[src/rtl/elevator_pkg.sv]
// ---------------------------------------------------------------------------
// elevator_pkg : shared state encoding and default drive scale constants
// Revision     : 1.0
// ---------------------------------------------------------------------------
`default_nettype none

package elevator_pkg;

  localparam logic [2:0] IDLE   = 3'd0;
  localparam logic [2:0] ACCEL  = 3'd1;
  localparam logic [2:0] CRUISE = 3'd2;
  localparam logic [2:0] DECEL  = 3'd3;
  localparam logic [2:0] DONE   = 3'd4;

  typedef enum logic [2:0] {
    ST_IDLE   = IDLE,
    ST_ACCEL  = ACCEL,
    ST_CRUISE = CRUISE,
    ST_DECEL  = DECEL,
    ST_DONE   = DONE
  } motor_state_e;

  localparam logic [31:0] DEF_SCALE_SLOW  = 32'd2_500_000;
  localparam logic [31:0] DEF_SCALE_FAST  = 32'd250_000;
  localparam logic [31:0] DEF_SCALE_DELTA = 32'd250_000;
  localparam int          DEF_RAMP_STEPS  = 8;

endpackage

`default_nettype wire

[src/rtl/motor_profile_ctrl_scale_ramp.sv]
// ---------------------------------------------------------------------------
// scale_ramp : one ramp level of divider scale, clamped to [FAST, SLOW]
// Revision   : 1.0
// ---------------------------------------------------------------------------
`default_nettype none

module scale_ramp #(
  parameter logic [31:0] SCALE_SLOW  = 32'd2_500_000,
  parameter logic [31:0] SCALE_FAST  = 32'd250_000,
  parameter logic [31:0] SCALE_DELTA = 32'd250_000
) (
  input  logic        up,
  input  logic        down,
  input  logic [31:0] cur,
  output logic [31:0] nxt
);

  logic [31:0] room_dn;
  logic [31:0] room_up;

  // Headroom to each clamp is measured first so neither add nor subtract can wrap.
  always_comb begin
    room_dn = (cur > SCALE_FAST) ? (cur - SCALE_FAST) : 32'd0;
    room_up = (cur < SCALE_SLOW) ? (SCALE_SLOW - cur) : 32'd0;
    nxt     = cur;
    if (down) begin
      nxt = (room_dn > SCALE_DELTA) ? (cur - SCALE_DELTA) : SCALE_FAST;
    end else if (up) begin
      nxt = (room_up > SCALE_DELTA) ? (cur + SCALE_DELTA) : SCALE_SLOW;
    end
  end

endmodule

`default_nettype wire

[src/rtl/motor_profile_ctrl.sv]
// ---------------------------------------------------------------------------
// motor_profile_ctrl : trapezoidal step-rate sequencer for the cab drive
// Revision           : 1.0
// ---------------------------------------------------------------------------
`default_nettype none

module motor_profile_ctrl
  import elevator_pkg::*;
#(
  parameter logic [31:0] SCALE_SLOW  = DEF_SCALE_SLOW,
  parameter logic [31:0] SCALE_FAST  = DEF_SCALE_FAST,
  parameter logic [31:0] SCALE_DELTA = DEF_SCALE_DELTA,
  parameter int          RAMP_STEPS  = DEF_RAMP_STEPS
) (
  input  logic        CCLK,
  input  logic        rst,
  input  logic        start,
  input  logic [15:0] dist_steps,
  input  logic        abort,
  input  logic        step_edge,
  output logic [31:0] clk_scale,
  output logic        motor_en,
  output logic        busy,
  output logic        done,
  output logic        aborted,
  output logic [2:0]  state
);

  localparam int            RW        = (RAMP_STEPS > 1) ? $clog2(RAMP_STEPS) : 1;
  localparam logic [RW-1:0] RAMP_LAST = RW'(RAMP_STEPS - 1);

  motor_state_e  state_q;
  logic [15:0]   remaining_q;
  logic [15:0]   accel_q;
  logic [RW-1:0] ramp_cnt_q;
  logic [31:0]   clk_scale_q;
  logic          motor_en_q;
  logic          busy_q;
  logic          done_q;
  logic          aborted_q;

  logic [15:0]   rem_d;
  logic [15:0]   accel_d;
  logic [15:0]   accel_cmp;
  logic          ramp_wrap;
  logic [31:0]   ramp_scale;

  assign rem_d     = remaining_q - 16'd1;
  assign accel_d   = (&accel_q) ? accel_q : (accel_q + 16'd1);
  assign accel_cmp = (state_q == ST_ACCEL) ? accel_d : accel_q;
  assign ramp_wrap = (ramp_cnt_q == RAMP_LAST);

  scale_ramp #(
    .SCALE_SLOW (SCALE_SLOW),
    .SCALE_FAST (SCALE_FAST),
    .SCALE_DELTA(SCALE_DELTA)
  ) u_scale_ramp (
    .up  (state_q == ST_DECEL),
    .down(state_q == ST_ACCEL),
    .cur (clk_scale_q),
    .nxt (ramp_scale)
  );

  always_ff @(posedge CCLK) begin
    if (rst) begin
      state_q     <= ST_IDLE;
      remaining_q <= '0;
      accel_q     <= '0;
      ramp_cnt_q  <= '0;
      clk_scale_q <= SCALE_SLOW;
      motor_en_q  <= 1'b0;
      busy_q      <= 1'b0;
      done_q      <= 1'b0;
      aborted_q   <= 1'b0;
    end else begin
      done_q    <= 1'b0;
      aborted_q <= 1'b0;
      if (abort && (state_q != ST_IDLE)) begin
        state_q     <= ST_IDLE;
        clk_scale_q <= SCALE_SLOW;
        motor_en_q  <= 1'b0;
        busy_q      <= 1'b0;
        aborted_q   <= 1'b1;
      end else begin
        case (state_q)
          ST_IDLE: begin
            if (start && !abort) begin
              busy_q <= 1'b1;
              if (dist_steps != 16'd0) begin
                state_q     <= ST_ACCEL;
                remaining_q <= dist_steps;
                accel_q     <= '0;
                ramp_cnt_q  <= '0;
                motor_en_q  <= 1'b1;
              end else begin
                state_q <= ST_DONE;
                done_q  <= 1'b1;
              end
            end
          end
          ST_DONE: begin
            state_q     <= ST_IDLE;
            busy_q      <= 1'b0;
            motor_en_q  <= 1'b0;
            clk_scale_q <= SCALE_SLOW;
          end
          default: begin
            if (step_edge) begin
              remaining_q <= rem_d;
              if (rem_d == 16'd0) begin
                state_q     <= ST_DONE;
                done_q      <= 1'b1;
                motor_en_q  <= 1'b0;
                clk_scale_q <= SCALE_SLOW;
              end else begin
                ramp_cnt_q <= ramp_wrap ? '0 : (ramp_cnt_q + RW'(1));
                if (state_q == ST_ACCEL) begin
                  accel_q <= accel_d;
                  if (ramp_wrap) begin
                    clk_scale_q <= ramp_scale;
                    if (ramp_scale == SCALE_FAST) state_q <= ST_CRUISE;
                  end
                end
                if ((state_q == ST_DECEL) && ramp_wrap) clk_scale_q <= ramp_scale;
                // Later assignment wins: braking point overrides the cruise entry.
                if ((state_q != ST_DECEL) && (rem_d <= accel_cmp)) begin
                  state_q    <= ST_DECEL;
                  ramp_cnt_q <= '0;
                end
              end
            end
          end
        endcase
      end
    end
  end

  assign clk_scale = clk_scale_q;
  assign motor_en  = motor_en_q;
  assign busy      = busy_q;
  assign done      = done_q;
  assign aborted   = aborted_q;
  assign state     = state_q;

endmodule

`default_nettype wire

[config.mk]
export PLATFORM = sky130hd
export DESIGN_NAME = motor_profile_ctrl
export DESIGN_NICKNAME = d
export VERILOG_FILES = /design/src/rtl/elevator_pkg.sv /design/src/rtl/motor_profile_ctrl_scale_ramp.sv /design/src/rtl/motor_profile_ctrl.sv
export SDC_FILE = /design/constraint.sdc
export NUM_CORES = 1
export LEC_CHECK = 0
export ABC_AREA = 1
export BUFFER_PORTS_ARGS = -buffer_cell sky130_fd_sc_hd__buf_2
export CORE_MARGIN = 2
export CORE_UTILIZATION = 40
export CTS_CLUSTER_DIAMETER = 30
export DETAILED_ROUTE_END_ITERATION = 8
export PLACE_DENSITY_LB_ADDON = 0.08
export SLEW_MARGIN = 20
export SYNTH_ARGS = -nofsm -noshare
export SYNTH_HDL_FRONTEND = slang
export SYNTH_SLANG_ARGS = --single-unit
[constraint.sdc]
create_clock -name CCLK -period 8.34 [get_ports CCLK]
set_input_delay 1.251 -clock CCLK [delete_from_list [all_inputs] [get_ports CCLK]]
set_output_delay 1.251 -clock CCLK [all_outputs]
set_load 0.005 [all_outputs]
Word-level counts from Yosys, hierarchy flattened

Cells that the tools add are included.
Widths: inputs -> output; s select.

Register bits: 74
Logic and storage cells: 111
Output and inout bits: 39
Input port bits: 21

Reductions and logical operators: 27
$add $sub $neg: 6
Order comparisons: 5
Equality and inequality tests: 9
Mux-type cells: 52
Bitwise operators: 3

Operators with widths:

| operator               | number |
|---|---|
| $mux 32                | 11 |
| $mux 16                | 9 |
| $gt 32x18->1 const B   | 3 |
| $pmux 16 s2            | 2 |
| $pmux 32 s2            | 1 |
| $mux 3                 | 14 |
| $add 32x18->32 const B | 1 |
| $eq 32x18->1 const B   | 1 |
| $lt 32x22->1 const B   | 1 |
| $sub 22x32->32 const A | 1 |
| $sub 32x18->32 const B | 1 |
| $add 16x1->16 const B  | 1 |
| $le 16x16->1           | 1 |
| $logic_not 16->1       | 1 |
| $reduce_and 16->1      | 1 |
| $reduce_bool 16->1     | 1 |
| $sub 16x1->16 const B  | 1 |
| $reduce_bool 5->1      | 3 |
| $pmux 3 s2             | 2 |
| $mux 1                 | 10 |
| $reduce_and 5->1       | 2 |
| $reduce_bool 3->1      | 3 |
| $reduce_and 4->1       | 2 |
| $reduce_bool 4->1      | 2 |
| 16 further kinds       | 27 |

Logic depth before layout (Yosys ltp)

Gate-level depths: netlist of run 1.

Depth in word-level cells: 14
Mapped depth: 31
Mapped depth without buffers: 30

Cells and area by module

A second synthesis of run 1 with hierarchy kept.

Cells, all modules: 1489
Area, all modules: 8328.0 um^2

By module, submodules not included:

| module             | area each (um^2) | times used | seq. area each (um^2) | cells an instance |
|---|---|---|---|---|
| motor_profile_ctrl | 5087.4           | 1          | 1481.4                | 791 |
| scale_ramp         | 3240.6           | 1          | 0.0                   | 698 |

Worst setup path after synthesis of run 1

Ideal clock, no wire load.

Path kind: reg2reg
Start point: register state_q[0] (netlist: state[0])
End point: register state_q[0] (netlist: state[0])
Cell stages (with the launch flop): 25
Buffers on the path: 2
Period minus slack after synthesis: 3.195 ns
Path slack: 5.145 ns
Required time: 8.227 ns
Setup time: 0.113 ns
Arrival: 3.082 ns
Path through: dfxtp_1 > inv_1 > nor2_1 > inv_1 > nor2_1 > inv_1 > clkbuf_1 > buf_1 > nor2_1 > nand2_1 > a211o_1 > nand2_1 > inv_1 > ha_1 > nand2_1 > inv_1 > nand3_1 > nor3_1 > nand3_1 > a21oi_1 > o21ai_0 > nand2_2 > nand2_1 > nand2_1 > nor2_1

Longest elaborated chain between the ends: 8
Elaborated cells between the ends (all ways): 24
Classes of those cells: order compare: 1; eq/ne: 6; mux: 7; reduce/logical: 10

RTL lines:

| what                   | RTL line                                                                      | RTL |
|---|---|---|
| from (decl)            | motor_profile_ctrl.sv:32                                                      | `motor_state_e state_q;` |
| from (signal assigned) | motor_profile_ctrl.sv:66                                                      | `state_q <= ST_IDLE;` |
| from (signal assigned) | motor_profile_ctrl.sv:79                                                      | `state_q <= ST_IDLE;` |
| from (signal assigned) | motor_profile_ctrl.sv:90                                                      | `state_q <= ST_ACCEL;` |
| $eq 3x1->1             | motor_profile_ctrl.sv:50, motor_profile_ctrl.sv:59, motor_profile_ctrl.sv:117 |  |
| $mux 16                | -                                                                             |  |
| $le 16x16->1           | motor_profile_ctrl.sv:126                                                     | `if ((state_q != ST_DECEL) && (rem_d <= accel_cmp)) begin` |
| $logic_and 1x1->1      | motor_profile_ctrl.sv:126                                                     |  |
| $mux 3                 | motor_profile_ctrl.sv:126                                                     |  |
| $mux 3                 | motor_profile_ctrl.sv:110                                                     | `if (rem_d == 16'd0) begin` |
| $mux 3                 | motor_profile_ctrl.sv:108                                                     | `if (step_edge) begin` |
| $pmux 3 s2             | motor_profile_ctrl.sv:85                                                      | `case (state_q)` |

Parallel ways exist; a longest one is shown, timed or not. The select of a mux whose other input is x is not followed.
A chain may end at the register's enable or synchronous reset.

Worst setup path after layout of run 1

Start point: register state_q[0] (netlist: state[0])
End point: register state_q[2] (netlist: state[2])

Same word-level chain as after synthesis.

==> results.yml, run 1 <==
die:
  die_h_um: 136
  ios: 60
  die_w_um: 136
  fp-row-count: 48
  die_area_um2: 18500
  core_area_um2: 17200
  start_util_pct: 40.7
setup_path:
  worst-setup-path-type: "reg -> reg"
  endpoint_kind: "register"
  slowest_stage: "nor2_1"
  reg2reg_setup_slack_ns: 3.56
  cp.arrival_ns: 5.02
  slowest_delay_ns: 0.56
  path_cells: "inv_1 > nor2_1 > inv_1 > nor2_1 > buf_4 > inv_1 > nor2_1 > inv_1 > nor4_1 > xor2_1 > ha_1 > a21oi_1 > nor2_1 > a211oi_1 > o2111ai_1 > a21oi_1 > o21ai_0 > nand2_2 > nand2_1 > nand2_1 > nor2_1"
  critical_path_peak_fanout: 24
  cp-start-kind: "register"
  crit_required_ns: 8.58
  cpMostUsedCell: "nor2_1"
cells_and_area:
  register_area_um2: 1480
  fin_nets: 1260
  diodes: 0
  fill_cells: 1927
  multi_input_area_um2: 4780
  area_growth_pct: 10.1
  drive_gt1_share_pct: 11.7
synthesis:
  synth_top_cell_by_area: "dfxtp_1"
  syn_area_um2: 6990
  synth_most_common_cell: "nand2_1"
  ys_top_cells_by_count: "339 x nand2_1, 148 x nor2_1, 106 x inv_1"
  postSynth.asyncResetShare_pct: 0
  yosysWarnings: 0
  syn_nets: 1233
  ys_ff_latch: 74
  syn_avg_cell_area_um2: 5.89
  yosysSeqAreaShare_pct: 21.2
  ys_types: 48
  synthTopCellsByArea: "dfxtp_1 21%, nand2_1 18%, nor2_1 8.0%"
  synth-edff-count: 0
  post_synth_inst_count: 1186
  synthFlopType: "dfxtp_1"
  synth_top_area_share_pct: 21.2
cts:
  cts_buffers: 9
  cts_max_path_buffers: 2
  insertion_delay_ns: 0.34
  ctsHoldBuffers: 0
  htreeDepth: 3
  root_buffer: "clkbuf_16"
  cts_setup_buffers: 0
  cts.clk_slew.worst_paths_ns: 0.06
  cts_tree: "done"
  cts_resized: 0
  cts_sinks: 74
drt:
  drc: 0
  totalWireLength_um: 22200
  vias: 7532
  ant_nets: 0
  vias_per_cell: 5.22
  drt_iter0_markers: 424
  post_drt_wl_per_cell_um: 15.4
  dr.pass1.iters: 5
sta:
  clock.fmax_mhz: 209
  relSlewSlack_pct: 37.2
  period_share_pct: 57.4
  finalSetupTns_ns: 0
  period_needed_ns: 4.78
  worst_pin_slew_ns: 0.939
  setup_violations: 0
  slew_viol_final: 0
  hold_viol: 0
  clock_skew_ns: 0.00963
  grt_setup_unrepaired: "no"
  worst_slack_ns: 3.56
global_routing:
  grt_usage_pct: 24.4
  overflow: 0
  grt_antenna_before_repair: 0
  grt_pass1_vias: 6902
  grt_max_degree: 39
  grt_first_pass_wirelength_um: 35700
placed_design:
  dp_hpwl_um: 17100
  gp_congestion: 0.882
  pre_cts_ws_ns: 3.63
  portBuffers: 59
worst_hold_path:
  hold_path_class: "reg -> reg"
pwr:
  peakVddDrop_v: 0.000199
  clockPowerShare_pct: 19.3
  intPower_uw: 1180
  power.density_nw_per_um2: 307
  power_frac_seq_pct: 21.9
  swShare_pct: 49.8
  pwr-share-comb_pct: 58.9
  power_switching_uw: 1180
  power_leakage_uw: 0.00355
flow_run:
  maxCapViolations: 0
run_status:
  status: "finished clean"
==> registers in the layout, indices dropped and copies added (netlist names) <==
signal / flops
clk_scale: 32
accel_q: 16
remaining_q: 16
ramp_cnt_q: 3
state: 3
aborted: 1
busy: 1
done: 1
motor_en: 1
==> placed cells by master, fill, tap and decap left out, types with 2 or more instances in the layout <==
| cell | Yosys | routed |
|---|---|---|
| nand3_2 | 5 | 5 |
| nor4_1 | 10 | 10 |
| nor3_1 | 20 | 19 |
| xnor2_1 | 4 | 4 |
| inv_2 | 15 | 15 |
| nor3_2 | 2 | 3 |
| a221oi_1 | 4 | 4 |
| inv_4 | 2 | 2 |
| buf_2 | 11 | 59 |
| nand2_2 | 17 | 17 |
| nor2_1 | 148 | 147 |
| nor2_4 | 5 | 5 |
| inv_1 | 106 | 106 |
| or2_2 | 3 | 3 |
| buf_4 | 4 | 4 |
| clkinv_1 | 2 | 2 |
| o31ai_1 | 2 | 2 |
| a31oi_1 | 10 | 10 |
| o22ai_1 | 6 | 6 |
| nand4_1 | 22 | 22 |
| nand3_4 | 2 | 2 |
| o21ai_2 | 1 | 2 |
| a21oi_1 | 90 | 90 |
| clkbuf_16 | 0 | 9 |
| clkbuf_1 | 21 | 2 |
| o21a_1 | 4 | 4 |
| o211ai_1 | 3 | 3 |
| nor2_2 | 7 | 8 |
| dfxtp_1 | 74 | 74 |
| bufinv_16 | 0 | 3 |
| a21oi_2 | 3 | 3 |
| o21ai_1 | 8 | 8 |
| xor2_1 | 48 | 48 |
| o21ai_0 | 50 | 49 |
| ha_1 | 26 | 26 |
| nor3b_1 | 3 | 3 |
| nand2_1 | 339 | 339 |
| nand3_1 | 85 | 85 |
| a211oi_1 | 3 | 3 |
| nand3b_1 | 2 | 2 |
==> per-layer routing <==
layer	wire length, um	GRT usage [%]
met2	11000	43.0
met3	747	2.87
met5	0	0
met1	9920	30.6
met4	552	8.16
==> worst paths after layout <==
path	start	to	cells past startpoint
setup reg to reg	state[0]	state[2]	21
hold / removal	ramp_cnt_q[2]	ramp_cnt_q[2]	2
hold reg to reg	ramp_cnt_q[2]	ramp_cnt_q[2]	2
setup / recovery	state[0]	state[2]	21
==> cell type report <==
| class | count | share of cell area (%) |
|---|---|---|
| clock buffers | 12 | 3.20 |
| clock inverters | 4 | 1.29 |
| inverters | 125 | 6.17 |
| multi-input cells | 940 | 62.2 |
| flip-flops and latches | 74 | 19.3 |
| well taps | 225 | 3.66 |
| repair buffers | 63 | 4.23 |
==> power by group through the flow <==
stage                     combinational, uW  clock [uW]  sequential [uW]
final                                  1390         455              516
after global routing                   1590         478              528
after CTS                              1400         463              515
after detailed placement               1390           0              522
after global placement                 1390           0              522
after floorplan                        1070           0              504
==> through the flow <==
| stage | std cells | util [%] | total power (uW) | hold WS (ns) | area (um^2) |
|---|---|---|---|---|---|
| 2_1_floorplan | 1186 | - | 1570 | 0.428 | 6990 |
| 3_3_place_gp | 1427 | 42.8 | 1910 | 0.443 | 7350 |
| 3_5_place_dp | 1427 | 42.8 | 1910 | 0.447 | 7350 |
| 4_1_cts | 1443 | 44.8 | 2380 | 0.456 | 7690 |
| 5_1_grt | 1443 | 44.8 | 2590 | 0.478 | 7690 |
| 6_report | 1443 | 44.8 | 2360 | 0.453 | 7690 |
==> cells by family (layout without fill, tap and decap cells) <==
kind of cell | after synthesis | in the layout | synth area share [%]
xor+xnor | 52 | 52 | 6.52
compound gates | 191 | 191 | 15.2
fa+ha+maj | 26 | 26 | 4.66
simple gates | 671 | 671 | 41.9
buf+inv | 172 | 204 | 10.5
flops | 74 | 74 | 21.2
==> worst max-delay path: cells and delay by family, from the launching register on <==
kind            cells  cell delay (ns)
compound gates      5             0.97
xor+xnor            1             0.23
fa+ha+maj           1             0.27
buf+inv             5             1.02
flops               1             0.37
simple gates        9             1.82
No activity file was read; power rests on OpenSTA's default activity.
==> run 2: changes to the inputs <==
--- a/config.mk
+++ b/config.mk
@@ -5,7 +5,7 @@
 export SDC_FILE = /design/constraint.sdc
 export NUM_CORES = 1
 export LEC_CHECK = 0
-export ABC_AREA = 1
+export ABC_AREA = 0
 export BUFFER_PORTS_ARGS = -buffer_cell sky130_fd_sc_hd__buf_2
 export CORE_MARGIN = 2
 export CORE_UTILIZATION = 40
==> constraint.sdc (replaced) <==
create_clock -name CCLK -period 4.65 [get_ports CCLK]
set_input_delay 0.6975 -clock CCLK [delete_from_list [all_inputs] [get_ports CCLK]]
set_output_delay 0.6975 -clock CCLK [all_outputs]
set_load 0.005 [all_outputs]
==> results.yml, run 2 <==
run_status:
  status: "finished clean"
flow_run:
  maxCapViolations: 0
drt:
  dr.pass1.iters: 5
  post_drt_wl_per_cell_um: 20.8
  ant_nets: 0
  vias: 8753
  drc: 0
  totalWireLength_um: 29200
  drt_iter0_markers: 1014
  vias_per_cell: 6.24
sta:
  slew_viol_final: 0
  clock_skew_ns: 0.0150
  hold_viol: 0
  relSlewSlack_pct: 26.4
  worst_slack_ns: 0.215
  clock.fmax_mhz: 225
  period_needed_ns: 4.44
  worst_pin_slew_ns: 1.10
  grt_setup_unrepaired: "no"
  period_share_pct: 95.4
  setup_violations: 0
cells_and_area:
  multi_input_area_um2: 5640
  drive_gt1_share_pct: 17.5
  largest_register_ffs: 32
  final_common_cell: "nor2_1"
  utilization_pct: 47.2
  fin_nets: 1211
  final_cell_mix: "128 x nor2_1, 94 x nand2_1, 93 x a21oi_1, 86 x buf_4, 72 x dfxtp_1"
  final_area_um2: 8800
  register_area_um2: 1480
  fill_cells: 1979
  area_growth_pct: 16.3
  final_cells: 1403
  diodes: 0
synthesis:
  synth_top_area_share_pct: 19.6
  syn_area_um2: 7560
  synth-edff-count: 0
  yosysWarnings: 0
  ys_top_cells_by_count: "131 x nor2_1, 94 x nand2_1, 93 x a21oi_1"
  ys_ff_latch: 74
  ys_types: 90
  postSynth.asyncResetShare_pct: 0
  yosysSeqAreaShare_pct: 19.6
  synth_most_common_cell: "nor2_1"
  synthTopCellsByArea: "dfxtp_1 20%, nor2_1 6.5%, a21oi_1 6.2%"
  syn_nets: 1146
  synth_top_cell_by_area: "dfxtp_1"
  syn_avg_cell_area_um2: 6.88
  post_synth_inst_count: 1099
  synthFlopType: "dfxtp_1"
cts:
  insertion_delay_ns: 0.35
  cts.clk_slew.worst_paths_ns: 0.07
  cts_sinks: 74
  cts_max_path_buffers: 2
  cts_buffers: 9
  htreeDepth: 3
  root_buffer: "clkbuf_16"
  cts_tree: "done"
  ctsHoldBuffers: 0
die:
  die_area_um2: 20000
  fp-row-count: 50
  die_h_um: 142
  ios: 60
  die_w_um: 142
  core_area_um2: 18600
  start_util_pct: 40.6
setup_path:
  crit_required_ns: 4.93
  critical_path_peak_fanout: 8
  slowest_delay_ns: 0.59
  cp-start-kind: "register"
  worstRegToRegCells: 12
  endpoint_kind: "register"
  path_cells: "or4_4 > or3_4 > a211oi_2 > o211ai_1 > a222oi_1 > nand4_1 > o311ai_4 > nand2_2 > a311o_1 > o21bai_1 > or3_1 > o211ai_2"
  rr_endpoint: "state[1]"
  worst-setup-path-type: "reg -> reg"
  r2r_start: "clk_scale[0]"
  slowest_stage: "or4_4"
  cp.arrival_ns: 4.72
  reg2reg_setup_slack_ns: 0.21
placed_design:
  portBuffers: 59
  gp_congestion: 0.963
  dp_hpwl_um: 21800
  place_inst: 1385
  pre_cts_ws_ns: -0.0210
  post_dp_cell_area_um2: 8430
global_routing:
  grt_first_pass_wirelength_um: 45600
  overflow: 0
  grt_max_degree: 40
  grt_pass1_vias: 7826
  grt_antenna_before_repair: 0
  grt_usage_pct: 28.9
pwr:
  power.density_nw_per_um2: 362
  peakVddDrop_v: 0.000239
  power_leakage_uw: 0.00338
worst_hold_path:
  min-delay-start: "remaining_q[12]"
  hold_path_class: "reg -> reg"
  hold_path_end: "remaining_q[12]"
  hold_depth: 2
## run 2: cell types whose count changed in the layout (fill, tap and decap cells not counted), moves of 16 or more
cell / before / now
nand2_1: 339 / 94
o211ai_1: 3 / 26
or3_1: 0 / 16
nor2_1: 147 / 128
nand2_2: 17 / 1
nand3_1: 85 / 43
xor2_1: 48 / 17
xnor2_1: 4 / 35
nor4_1: 10 / 26
inv_1: 106 / 35
buf_4: 4 / 86
nor3_1: 19 / 47
## run 2: per-stage QoR
step / hold WS [ns] / TNS [ns] / total power (uW)
final: 0.493 / 0 / 3180
after global routing: 0.521 / 0 / 3410
after CTS: 0.493 / 0 / 3160
after detailed placement: 0.472 / -0.0274 / 2390
after global placement: 0.471 / 0 / 2390
after floorplan: 0.457 / 0 / 1860
## run 2: logic make-up after synthesis
| family | count (synthesis) | share of synthesized area, % |
|---|---|---|
| AO/OA/AOI/OAI | 331 | 29.8 |
| XOR/XNOR | 53 | 6.14 |
| adder cells (fa/ha/maj) | 26 | 4.30 |
| buffers and inverters | 126 | 6.42 |
| flip-flops | 74 | 19.6 |
| multiplexers | 9 | 1.21 |
| AND/OR/NAND/NOR | 480 | 32.6 |
## run 2: area by class of cell
| cell class | count | area share (%) |
|---|---|---|
| multi-input cells | 899 | 64.1 |
| well taps | 234 | 3.33 |
| clock buffers | 10 | 2.72 |
| clock inverters | 6 | 0.825 |
| flip-flops and latches | 74 | 16.9 |
| repair buffers | 145 | 10.7 |
| inverters | 35 | 1.49 |
## run 2: worst max-delay path: cells and delay by family, from the launching register on
kind	cells	cell delay, ns
DFF	1	0.37
AOI/OAI and AO/OA	7	2.04
and+or+nand+nor	5	1.95
## run 2: worst max path at each step
stage | start | to | cells after the start
floorplan | accel_q[6] | state[1] | 23
global placement | clk_scale[4] | state[1] | 16
detailed placement | clk_scale[4] | state[1] | 16
CTS | accel_q[7] | state[1] | 22
global route | accel_q[3] | state[2] | 22
finish | clk_scale[0] | state[1] | 12
## run 2: power by group
group,leakage [uW],total (uW),switching [uW],internal [uW]
clock network,0.000150,763,326,437
logic,0.00263,1690,1050,634
registers,0.000600,733,55.2,678
total,0.00338,3180,1430,1750
## run 2: timing repair
item	in CTS	in global routing
pin swaps	0	3
buffers inserted	0	2
endpoints found under the setup margin	2	4
endpoints found under the hold margin	0	0
gates cloned	0	0
resized for setup	1	10
## run 2: routing by layer
| metal | vias to the layer above | global-route usage [%] | wire [um] |
|---|---|---|---|
| li1 | 4205 | - | - |
| met1 | 4076 | 44.3 | 14100 |
| met2 | 418 | 40.0 | 12000 |
| met3 | 54 | 6.61 | 2460 |
| met4 | 0 | 7.84 | 689 |
| met5 | - | 0 | 0 |
